File: config.mk
export PLATFORM = sky130hd
export DESIGN_NAME = pipe_ctrl
export DESIGN_NICKNAME = d
export VERILOG_FILES = /design/src/rtl/pipe_ctrl.sv
export SDC_FILE = /design/constraint.sdc
export NUM_CORES = 1
export LEC_CHECK = 0
export CELL_PAD_IN_SITES_DETAIL_PLACEMENT = 0
export CELL_PAD_IN_SITES_GLOBAL_PLACEMENT = 2
export CORE_ASPECT_RATIO = 1.75
export CORE_MARGIN = 3
export CORE_UTILIZATION = 34
export DETAILED_ROUTE_END_ITERATION = 8
export GPL_TIMING_DRIVEN = 0
export HOLD_SLACK_MARGIN = 0.06
export PLACE_DENSITY = 0.84
export SKIP_LAST_GASP = 1
export SLEW_MARGIN = 20
export SYNTH_ARGS = -nofsm -noshare
export SYNTH_HDL_FRONTEND = slang
export SYNTH_SLANG_ARGS = --single-unit
File: constraint.sdc
create_clock -name clk -period 2.4 [get_ports clk]
set_clock_uncertainty 0.05 [all_clocks]
set_input_delay 0.24 -clock clk [delete_from_list [all_inputs] [get_ports clk]]
set_output_delay 0.24 -clock clk [all_outputs]
set_load 0.01 [all_outputs]
File: src/rtl/pipe_ctrl.sv
// pipe_ctrl: sequencing controller for the five-stage core
// (fetch, decode, reg, alu, wb).
//
// Ports:
//   clk                - core clock; all state changes on the rising edge
//   arstn              - asynchronous active-low reset
//   reg_conflict_i     - decode depends on the reg-stage destination
//   branch_conflict_i  - a branch sits in reg, alu or wb
//   fetch_valid_i      - fetch presents an instruction this cycle
//   flush_i            - kill every in-flight instruction
//   pc_en_o            - PC/fetch register may advance (combinational)
//   decode_en_o        - decode pipeline register may load (combinational)
//   decode/reg/alu/wb_valid_o - registered stage-valid bits
//   state_o            - registered stall state: 0 RUN, 1 DEP, 2 BR
//   stall_cnt_o        - saturating count of stalled cycles since reset
//   stall_timeout_o    - sticky: one stall run lasted MAX_STALL cycles
module pipe_ctrl #(
  parameter int STALL_CNT_W = 16,
  parameter int MAX_STALL   = 8
) (
  input  logic                   clk,
  input  logic                   arstn,
  input  logic                   reg_conflict_i,
  input  logic                   branch_conflict_i,
  input  logic                   fetch_valid_i,
  input  logic                   flush_i,
  output logic                   pc_en_o,
  output logic                   decode_en_o,
  output logic                   decode_valid_o,
  output logic                   reg_valid_o,
  output logic                   alu_valid_o,
  output logic                   wb_valid_o,
  output logic [1:0]             state_o,
  output logic [STALL_CNT_W-1:0] stall_cnt_o,
  output logic                   stall_timeout_o
);

  typedef enum logic [1:0] {
    ST_RUN = 2'd0,
    ST_DEP = 2'd1,
    ST_BR  = 2'd2
  } state_e;

  localparam logic [7:0]             MAX_STALL_L = 8'(MAX_STALL);
  localparam logic [STALL_CNT_W-1:0] CNT_MAX     = {STALL_CNT_W{1'b1}};
  localparam logic [STALL_CNT_W-1:0] CNT_ONE     = {{(STALL_CNT_W-1){1'b0}}, 1'b1};

  state_e                 state_q, state_d;
  logic                   decode_valid_q, decode_valid_d;
  logic                   reg_valid_q, reg_valid_d;
  logic                   alu_valid_q, alu_valid_d;
  logic                   wb_valid_q, wb_valid_d;
  logic [STALL_CNT_W-1:0] stall_cnt_q, stall_cnt_d;
  logic [7:0]             run_len_q, run_len_d;
  logic                   timeout_q, timeout_d;
  logic                   stall_s;

  // Fetch freezes on any conflict or flush; decode reloads unless a
  // dependence holds it, but a flush always lets it load (the bubble).
  assign pc_en_o     = !reg_conflict_i && !branch_conflict_i && !flush_i;
  assign decode_en_o = !reg_conflict_i || flush_i;

  // Next-state decision: flush > dependence > branch > run.
  always_comb begin
    state_d        = ST_RUN;
    decode_valid_d = decode_valid_q;
    reg_valid_d    = reg_valid_q;
    alu_valid_d    = alu_valid_q;
    wb_valid_d     = wb_valid_q;
    if (flush_i) begin
      state_d        = ST_RUN;
      decode_valid_d = 1'b0;
      reg_valid_d    = 1'b0;
      alu_valid_d    = 1'b0;
      wb_valid_d     = 1'b0;
    end else if (reg_conflict_i) begin
      // Decode holds its instruction; a bubble enters reg.
      state_d        = ST_DEP;
      decode_valid_d = decode_valid_q;
      reg_valid_d    = 1'b0;
      alu_valid_d    = reg_valid_q;
      wb_valid_d     = alu_valid_q;
    end else if (branch_conflict_i) begin
      // Fetch is frozen, so decode receives a bubble while the rest drains.
      state_d        = ST_BR;
      decode_valid_d = 1'b0;
      reg_valid_d    = decode_valid_q;
      alu_valid_d    = reg_valid_q;
      wb_valid_d     = alu_valid_q;
    end else begin
      state_d        = ST_RUN;
      decode_valid_d = fetch_valid_i;
      reg_valid_d    = decode_valid_q;
      alu_valid_d    = reg_valid_q;
      wb_valid_d     = alu_valid_q;
    end
  end

  // Stall bookkeeping: saturating total, per-run length and sticky timeout.
  always_comb begin
    stall_s = (state_d != ST_RUN);
    if (stall_s && (stall_cnt_q != CNT_MAX)) begin
      stall_cnt_d = stall_cnt_q + CNT_ONE;
    end else begin
      stall_cnt_d = stall_cnt_q;
    end
    if (!stall_s) begin
      run_len_d = 8'd0;
    end else if (run_len_q != 8'hFF) begin
      run_len_d = run_len_q + 8'd1;
    end else begin
      run_len_d = run_len_q;
    end
    if (stall_s && (run_len_d >= MAX_STALL_L)) begin
      timeout_d = 1'b1;
    end else begin
      timeout_d = timeout_q;
    end
  end

  // State registers; reset aborts any stall without waiting for a clock.
  always_ff @(posedge clk or negedge arstn) begin
    if (!arstn) begin
      state_q        <= ST_RUN;
      decode_valid_q <= 1'b0;
      reg_valid_q    <= 1'b0;
      alu_valid_q    <= 1'b0;
      wb_valid_q     <= 1'b0;
      stall_cnt_q    <= {STALL_CNT_W{1'b0}};
      run_len_q      <= 8'd0;
      timeout_q      <= 1'b0;
    end else begin
      state_q        <= state_d;
      decode_valid_q <= decode_valid_d;
      reg_valid_q    <= reg_valid_d;
      alu_valid_q    <= alu_valid_d;
      wb_valid_q     <= wb_valid_d;
      stall_cnt_q    <= stall_cnt_d;
      run_len_q      <= run_len_d;
      timeout_q      <= timeout_d;
    end
  end

  assign state_o         = state_q;
  assign decode_valid_o  = decode_valid_q;
  assign reg_valid_o     = reg_valid_q;
  assign alu_valid_o     = alu_valid_q;
  assign wb_valid_o      = wb_valid_q;
  assign stall_cnt_o     = stall_cnt_q;
  assign stall_timeout_o = timeout_q;

endmodule

## After elaboration in Yosys (flattened, before gate mapping)

Cells that the tools add are included.

- Reductions and logical operators: 9
- Equal/unequal tests: 3
- Muxes and demuxes: 12
- Add/subtract/negate cells: 2
- Order comparisons: 1

Operators by type and width:

| operator | count |
|---|---|
| $add 16x1->16 const B | 1 |
| $mux 8 | 2 |
| $ne 16x16->1 const B | 1 |
| $add 8x1->8 const B | 1 |
| $ge 8x4->1 const B | 1 |
| $ne 8x8->1 const B | 1 |
| $mux 1 | 7 |
| $mux 2 | 3 |
| $logic_and 1x1->1 | 4 |
| $logic_not 1->1 | 3 |
| $ne 2x1->1 const B | 1 |
| $reduce_bool 2->1 | 1 |
| $logic_or 1x1->1 | 1 |

- Output and inout bits: 25
- Bits of input ports: 6
- Register bits after elaboration: 31
- Logic and storage cells: 35

## Longest topological paths before layout

Gate-level depths: netlist of run 1.

- Word-level depth: 7
- Mapped depth: 5
- Depth with buffers taken out: 5

## Least setup slack after synthesis of run 1

OpenSTA, ideal clock, no wires.

- Kind: register to register
- From: reg stall_cnt_q[0] (netlist: stall_cnt_o[0])
- To: reg stall_cnt_q[14] (netlist: stall_cnt_o[14])
- Data required time: 2.271 ns
- Data arrival time: 1.530 ns
- Library setup time: 0.079 ns
- Path buffers: 0
- Slack: 0.741 ns
- Period minus slack after synthesis: 1.659 ns
- Stages on the path, launching flop included: 6
- Path through: dfrtp_1 -> ha_1 -> nand4_1 -> or2_1 -> nor4_2 -> xor2_1

- Word-level cells in the longest chain between the ends: 2
- Elaborated cells between the ends (all ways): 3
- Classes of those cells: add/sub (1); eq/ne (1); reduce/logical (1)

Ends and longest elaborated chain:

| item | RTL line | text |
|---|---|---|
| start: declaration | 53 | `logic [STALL_CNT_W-1:0] stall_cnt_q, stall_cnt_d;` |
| start signal: assignment | 129 | `stall_cnt_q <= {STALL_CNT_W{1'b0}};` |
| start signal: assignment | 138 | `stall_cnt_q <= stall_cnt_d;` |
| parallel branches: the longest is 2 deep, another holds $add 16x1->16 | n/a |  |

Parallel ways; which one is timed is not known.
A chain may end at the register's enable or synchronous reset.

## Worst setup path in the final report of run 1

- From: in flush_i
- To: out pc_en_o

- Word-level cells in the longest chain between the ends: 2

Ends and longest elaborated chain:

| item | RTL line | text |
|---|---|---|
| start: declaration | 26 | `input logic flush_i,` |
| $logic_not 1->1 | 60 | `assign pc_en_o = !reg_conflict_i && !branch_conflict_i && !flush_i;` |
| $logic_and 1x1->1 | 60 |  |
| end: declaration | 27 | `output logic pc_en_o,` |

Every way passes these cells.

==> results.ini, run 1 <==
[outcome]
outcome = completed

[clock_tree]
cts.repair.resized = 0
cts-root-buf = clkbuf_8
clock_latency_ps = 280
cts.path.max_buffers = 2
cts.sinks = 31
post_cts_buffers = 0
cts_tree = done
htree_levels = 2
numCtsBuffers = 5
clkTransAtPathRegs_ps = 60

[drt]
drt-pass1-iter-count = 4
ant_nets = 0
drt_wl_total_um = 3388
drt_iter0_markers = 17
via_per_inst = 5.439
wl_per_cell_um = 15.19
drcViolationCount = 0
vias = 1213

[synth]
syn_nets = 144
post-synth-top-area-cell = dfrtp_1
synthDistinctLibCells = 36
ys_top_cells_by_area = dfrtp_1, xnor2_1, xor2_1
netlist.area_leader.share_pct = 52.19
syn_area_mm2 = 0.001486
yosys.area_share.simple_pct = 24.33
synth_compound_area_share_pct = 11.36
ys_seq_area_share_pct = 52.19
synth_mux_area_share_pct = 0.7576
synth_adder_area_share_pct = 1.684
synth_top_family_by_area = simple AND/OR/NAND/NOR gates
ys_ff_latch = 31
synth_xor_area_share_pct = 8.838
avgSynthCellArea_um2 = 10.93
synthCells = 136
yosysWarnings = 0

[finish]
num-nets-final = 182
mostFrequentLayoutCell = dfrtp_1
area_growth_syn_to_layout_pct = 30.56
seq_area_um2 = 775.7
fill_cells = 393
fin_util_pct = 46.33
final_cells = 223
final_cell_mix = dfrtp_1, clkdlybuf4s50_1, nor2_1, xnor2_1, nand2_1
n_antenna_cell = 0
multi_input_area_um2 = 698.2
drive_above_1_share_pct = 9.195

[sta]
fmax_mhz = 500.7
setup_viol = 0
hold_viol_final = 0
slew_viol_final = 0
tightest_slew_ps = 711.3
finalWorstSetupSlack_ps = 402.9
finalSetupTns_ps = 0
slew_headroom_pct = 52.58
rsz0062_at_grt = no
post-route-min-period_ps = 1997
period_share_pct = 83.21

[worst_hold_path]
hold_end = alu_valid_o
min_from = reg_valid_o
holdPathStages = 1
hold_class = reg2reg

[placed_design]
dp.cells = 215
detailed_place_hpwl_um = 2557
place_ws_ps = 222.7
io_buffers = 30
gp_congestion = 0.8295

[grt]
antenna_found_initial = 0
grt.overflow.total = 0
track_usage_pct = 14.60
grt_max_degree = 32
grt_pass1_wl_um = 5920
grt_pass1_vias = 1276

[power_and_ir_drop]
leakagePower_uw = 0.0008025
p_sw_uw = 418.5
p_seq_share_pct = 47.7
swShare_pct = 29.36
pwr-share-comb_pct = 23.6
power.density_mw_per_mm2 = 734.6
intPower_uw = 1007
vdd_drop_max_v = 0.0004093
p_clk_share_pct = 28.8

[worst_setup_path]
worst_setup_path_start_kind = input pin
cp.required_ps = 2110
cp_slowest_cell = clkdlybuf4s50_1
r2r_end = stall_cnt_o[13]
regToRegStartpoint = stall_cnt_o[0]
crit_buf_inv = 2
cpPeakStageDelay_ps = 600
ff2ff_path_depth = 5
critPathKind = in2out
crit_path_start = flush_i
worstPathArrival_ps = 1710
cpMostUsedCell = clkdlybuf4s50_1
worstPathCellList = clkdlybuf4s50_1, nor3_1, clkdlybuf4s50_1
end_kind = output pin
path_delay_family = buffers and inverters
ff2ff_setup_slack_ps = 470
crit_fanout = 8
worstSetupPathDepth = 3

[floorplanning]
ioPinCount = 31
die_h_um = 93.47
start_util_pct = 35.48
num_rows = 31
fp.dieW_um = 55.98
dieArea_mm2 = 0.005232
core_area_mm2 = 0.004189

[flow_run]
cap_violations = 0

cells by family after synthesis:
family	Yosys count
simple gates	60
buf+inv	3
flops	31
xor+xnor	15
compound gates	24
fa+ha+maj	2
mux	1
power groups by stage:
| stage | clock [µW] | combinational [µW] | sequential (µW) |
|---|---|---|---|
| final | 410 | 336 | 679 |
| after global routing | 451 | 366 | 693 |
| after CTS | 423 | 343 | 680 |
| after detailed placement | 0 | 341 | 690 |
| after global placement | 0 | 329 | 683 |
| after floorplan | 0 | 130 | 701 |
layer usage:
metal	wire, µm	up-vias	global-route usage, %
li1	-	576	-
met1	1286	592	14.96
met2	1843	31	25.78
met3	131	14	3.453
met4	127	0	9.703
met5	0	-	0
cell type report:
cell class	count	share of cell area, %
repair buffers	31	15.73
multi-input cells	102	35.98
plain buffers	1	0.2579
inverters	2	0.3868
clock inverters	1	0.2579
flip-flops and latches	31	39.97
clock buffers	6	4.255
well taps	49	3.159
worst max path at each step:
stage,endpoint,slack (ps)
6_report,pc_en_o,400
5_1_grt,stall_cnt_o[13],250
4_1_cts,pc_en_o,400
3_5_place_dp,stall_cnt_o[7],220
3_3_place_gp,stall_cnt_o[7],280
2_1_floorplan,stall_cnt_o[14],740
synthesized netlist by cell type:
master,instances
a211oi_1,2
a21oi_1,5
a22o_1,1
a31oi_1,5
and2_1,3
and3_1,4
and4_1,3
and4b_1,2
buf_2,1
dfrtp_1,31
ha_1,2
inv_1,2
mux2_1,1
nand2_1,8
nand3_1,7
nand4_1,3
nand4_2,1
nand4bb_1,1
nor2_1,10
nor2b_1,2
nor3_1,6
nor3b_1,2
nor4_1,3
nor4_2,2
o2111ai_1,1
o211ai_1,2
o21ai_0,4
o21ai_2,1
o21ba_2,1
o21bai_1,1
o21bai_4,1
or2_1,1
or2b_1,1
or3_4,1
xnor2_1,9
xor2_1,6
flip-flops by register name (all words and copies together) (netlist names):
register         cells
stall_cnt_o         16
decode_valid_o       1
alu_valid_o          1
stall_timeout_o      1
state_o              2
reg_valid_o          1
wb_valid_o           1
run_len_q            8
through the flow:
step,total power [µW],hold WS [ps],cell area [µm²]
floorplan,830.3,-105.6,1486
detailed placement,1031,282.2,1843
CTS,1447,450.3,1941
finish,1425,448.6,1941
global placement,1012,423.1,1848
global route,1511,458.9,1941
worst register-to-register path, stage by stage, from the launching register on:
cell     delay, ps
dfrtp_1        420
ha_1           250
nand4_1        350
nor3_1         450
nor4_1         120
xor2_1         160
timing repair:
action | CTS | global route
endpoints found under the setup margin | 0 | 0
endpoints found under the hold margin | 31 | 0
hold buffers | 1 | 0
No activity file was read; power rests on OpenSTA's default activity.
==> run 2, diff against run 1 <==
--- a/config.mk
+++ b/config.mk
@@ -9,11 +9,11 @@
 export CELL_PAD_IN_SITES_GLOBAL_PLACEMENT = 2
 export CORE_ASPECT_RATIO = 1.75
 export CORE_MARGIN = 3
-export CORE_UTILIZATION = 34
+export CORE_UTILIZATION = 29
 export DETAILED_ROUTE_END_ITERATION = 8
 export GPL_TIMING_DRIVEN = 0
 export HOLD_SLACK_MARGIN = 0.06
-export PLACE_DENSITY = 0.84
+export PLACE_DENSITY = 0.76
 export SKIP_LAST_GASP = 1
 export SLEW_MARGIN = 20
 export SYNTH_ARGS = -nofsm -noshare
==> constraint.sdc (replaced) <==
create_clock -name clk -period 1.7 [get_ports clk]
set_clock_uncertainty 0.05 [all_clocks]
set_input_delay 0.17 -clock clk [delete_from_list [all_inputs] [get_ports clk]]
set_output_delay 0.17 -clock clk [all_outputs]
set_load 0.01 [all_outputs]
==> run 2 against run 1 <==
Sequential share of layout area is 2.9 points lower; count of clock-buffer cells in the layout unchanged; flip-flop and latch count did not move; power increased by 58%; non-clock buffer count grew 7; routed wire length increased by 4.0%; sequential power up 43%; worst hold slack worse by 130 ps; critical path type is now reg2reg; largest cell class unchanged; largest power group unchanged.
==> results.ini, run 2 (synthesized netlist as in run 1, its figures left out) <==
[finish]
drive_above_1_share_pct = 21.43  ; +12 points
area_growth_syn_to_layout_pct = 41.58
mostFrequentLayoutCell = dfrtp_1
n_antenna_cell = 0  ; unchanged
fin_util_pct = 43.56  ; -2.8 points
largest_reg_flops = 16  ; unchanged
num-nets-final = 189  ; +3.8%
final_cell_mix = dfrtp_1, clkdlybuf4s50_1, nor2_1, xnor2_1, nand2_1
final_cells = 234  ; +4.9%

[sta]
rsz0062_at_grt = no
hold_viol_final = 0  ; unchanged
fmax_mhz = 622.2
tightest_slew_ps = 720.2  ; +8.911 ps
slew_headroom_pct = 51.99  ; -0.59 points
setup_viol = 0  ; unchanged
post-route-min-period_ps = 1607
slew_viol_final = 0  ; unchanged
period_share_pct = 94.54

[grt]
grt.overflow.total = 0  ; unchanged
grt_pass1_wl_um = 5789  ; -2.2%
grt_max_degree = 32  ; unchanged
grt_pass1_vias = 1288  ; +0.94%
antenna_found_initial = 0  ; unchanged
track_usage_pct = 12.78  ; -1.8 points

[floorplanning]
start_util_pct = 30.77  ; -4.7 points
dieArea_mm2 = 0.006055  ; +16%
core_area_mm2 = 0.004831  ; +15%
die_h_um = 100.7  ; +7.8%
num_rows = 33  ; +6.5%
ioPinCount = 31  ; unchanged
fp.dieW_um = 60.12  ; +7.4%

[drt]
vias = 1236  ; +1.9%
drcViolationCount = 0  ; unchanged
via_per_inst = 5.282  ; -2.9%
drt_wl_total_um = 3522  ; +4.0%
ant_nets = 0  ; unchanged
wl_per_cell_um = 15.05  ; -0.93%
drt_iter0_markers = 40  ; +23
drt-pass1-iter-count = 4  ; unchanged

[worst_setup_path]
crit_fanout = 4  ; -4
worst_setup_path_start_kind = register
cp.required_ps = 1810  ; -300 ps
regToRegStartpoint = stall_cnt_o[1]
worstPathCellList = ha_4, nand4_1, buf_4, nor3_4, nor4_2, xor2_1
critPathKind = reg2reg
ff2ff_path_depth = 6  ; +1
cpPeakStageDelay_ps = 430  ; -170 ps
worstPathArrival_ps = 1710  ; about the same
ff2ff_setup_slack_ps = 90  ; -380 ps
cp_slowest_cell = dfrtp_1
end_kind = register
r2r_end = stall_cnt_o[11]

[power_and_ir_drop]
leakagePower_uw = 0.0008881  ; +11%
power.density_mw_per_mm2 = 1073  ; +46%
vdd_drop_max_v = 0.0006601  ; +61%

[clock_tree]
cts-root-buf = clkbuf_8
cts.path.max_buffers = 2  ; unchanged
cts.sinks = 31  ; unchanged
numCtsBuffers = 5  ; unchanged
clkTransAtPathRegs_ps = 70  ; about the same
cts_tree = done
clock_latency_ps = 280  ; about the same
htree_levels = 2  ; unchanged

[worst_hold_path]
holdPathStages = 2  ; +1
hold_end = wb_valid_o
min_from = flush_i
hold_class = in2reg

[placed_design]
dp.cells = 218  ; +1.4%
io_buffers = 30  ; unchanged
gp_congestion = 0.7895  ; -4.8%
detailed_place_hpwl_um = 2498  ; -2.3%

[flow_run]
cap_violations = 0  ; unchanged

[outcome]
outcome = completed

==> run 2: metrics by stage <==
step	total power, µW	TNS, ps	setup WS [ps]	hold WS [ps]	cell area, µm²
floorplan	1172	0	41.12	-175.6	1486
global placement	1444	-9491	-391.7	426.0	1852
detailed placement	1451	-3637	-409.8	224.5	1847
CTS	2242	-73.98	-52.87	321.1	2021
global route	2391	0	1.461	333.6	2105
finish	2258	0	92.81	315.4	2105
==> run 2: where the power goes <==
part	leakage (µW)	switching, µW	internal [µW]
clock network	0.0000612	275	474
registers	0.000398	134	837
logic	0.000429	221	316
==> run 2: timing repair <==
| item | in CTS | in global routing |
|---|---|---|
| hold buffers | 1 | 0 |
| endpoints found under the hold margin | 31 | 0 |
| endpoints found under the setup margin | 14 | 16 |
| pin swaps | 2 | 1 |
| cloned | 0 | 0 |
| setup buffers | 3 | 4 |
| gates resized for setup | 7 | 14 |
==> run 2: layer usage <==
layer | global-route usage (%) | wire length (µm) | up-vias
met3 | 3.205 | 110 | 7
li1 | - | - | 589
met4 | 6.655 | 81 | 0
met1 | 13.22 | 1402 | 617
met2 | 22.67 | 1927 | 23
met5 | 0 | 0 | -
==> run 2: worst max path at each step <==
stage	start	endpoint	slack, ps	depth (start not counted)
5_1_grt	stall_cnt_o[6]	stall_cnt_o[14]	1	4
2_1_floorplan	stall_cnt_o[0]	stall_cnt_o[14]	40	5
3_3_place_gp	flush_i	stall_cnt_o[7]	-390	6
4_1_cts	stall_cnt_o[0]	stall_cnt_o[11]	-50	6
6_report	stall_cnt_o[1]	stall_cnt_o[11]	90	6
3_5_place_dp	flush_i	stall_cnt_o[7]	-410	6
==> run 2: critical path: cells and delay by family (launching register included) <==
kind                       cells  cell delay (ps)
buffers and inverters          1              200
xor gates and xnor gates       1              150
and+or+nand+nor                3              480
adders and majority gates      1              170
DFF                            1              430
==> run 2: area by class of cell <==
class / count / area, µm²
clock buffers: 6 / 82.58
clock inverters: 2 / 35.03
multi-input cells: 102 / 772.0
fillers: 482 / 2726
flip-flops and latches: 31 / 779.5
plain buffers: 1 / 5.005
inverters: 2 / 7.507
repair buffers: 38 / 357.8
well taps: 52 / 65.06
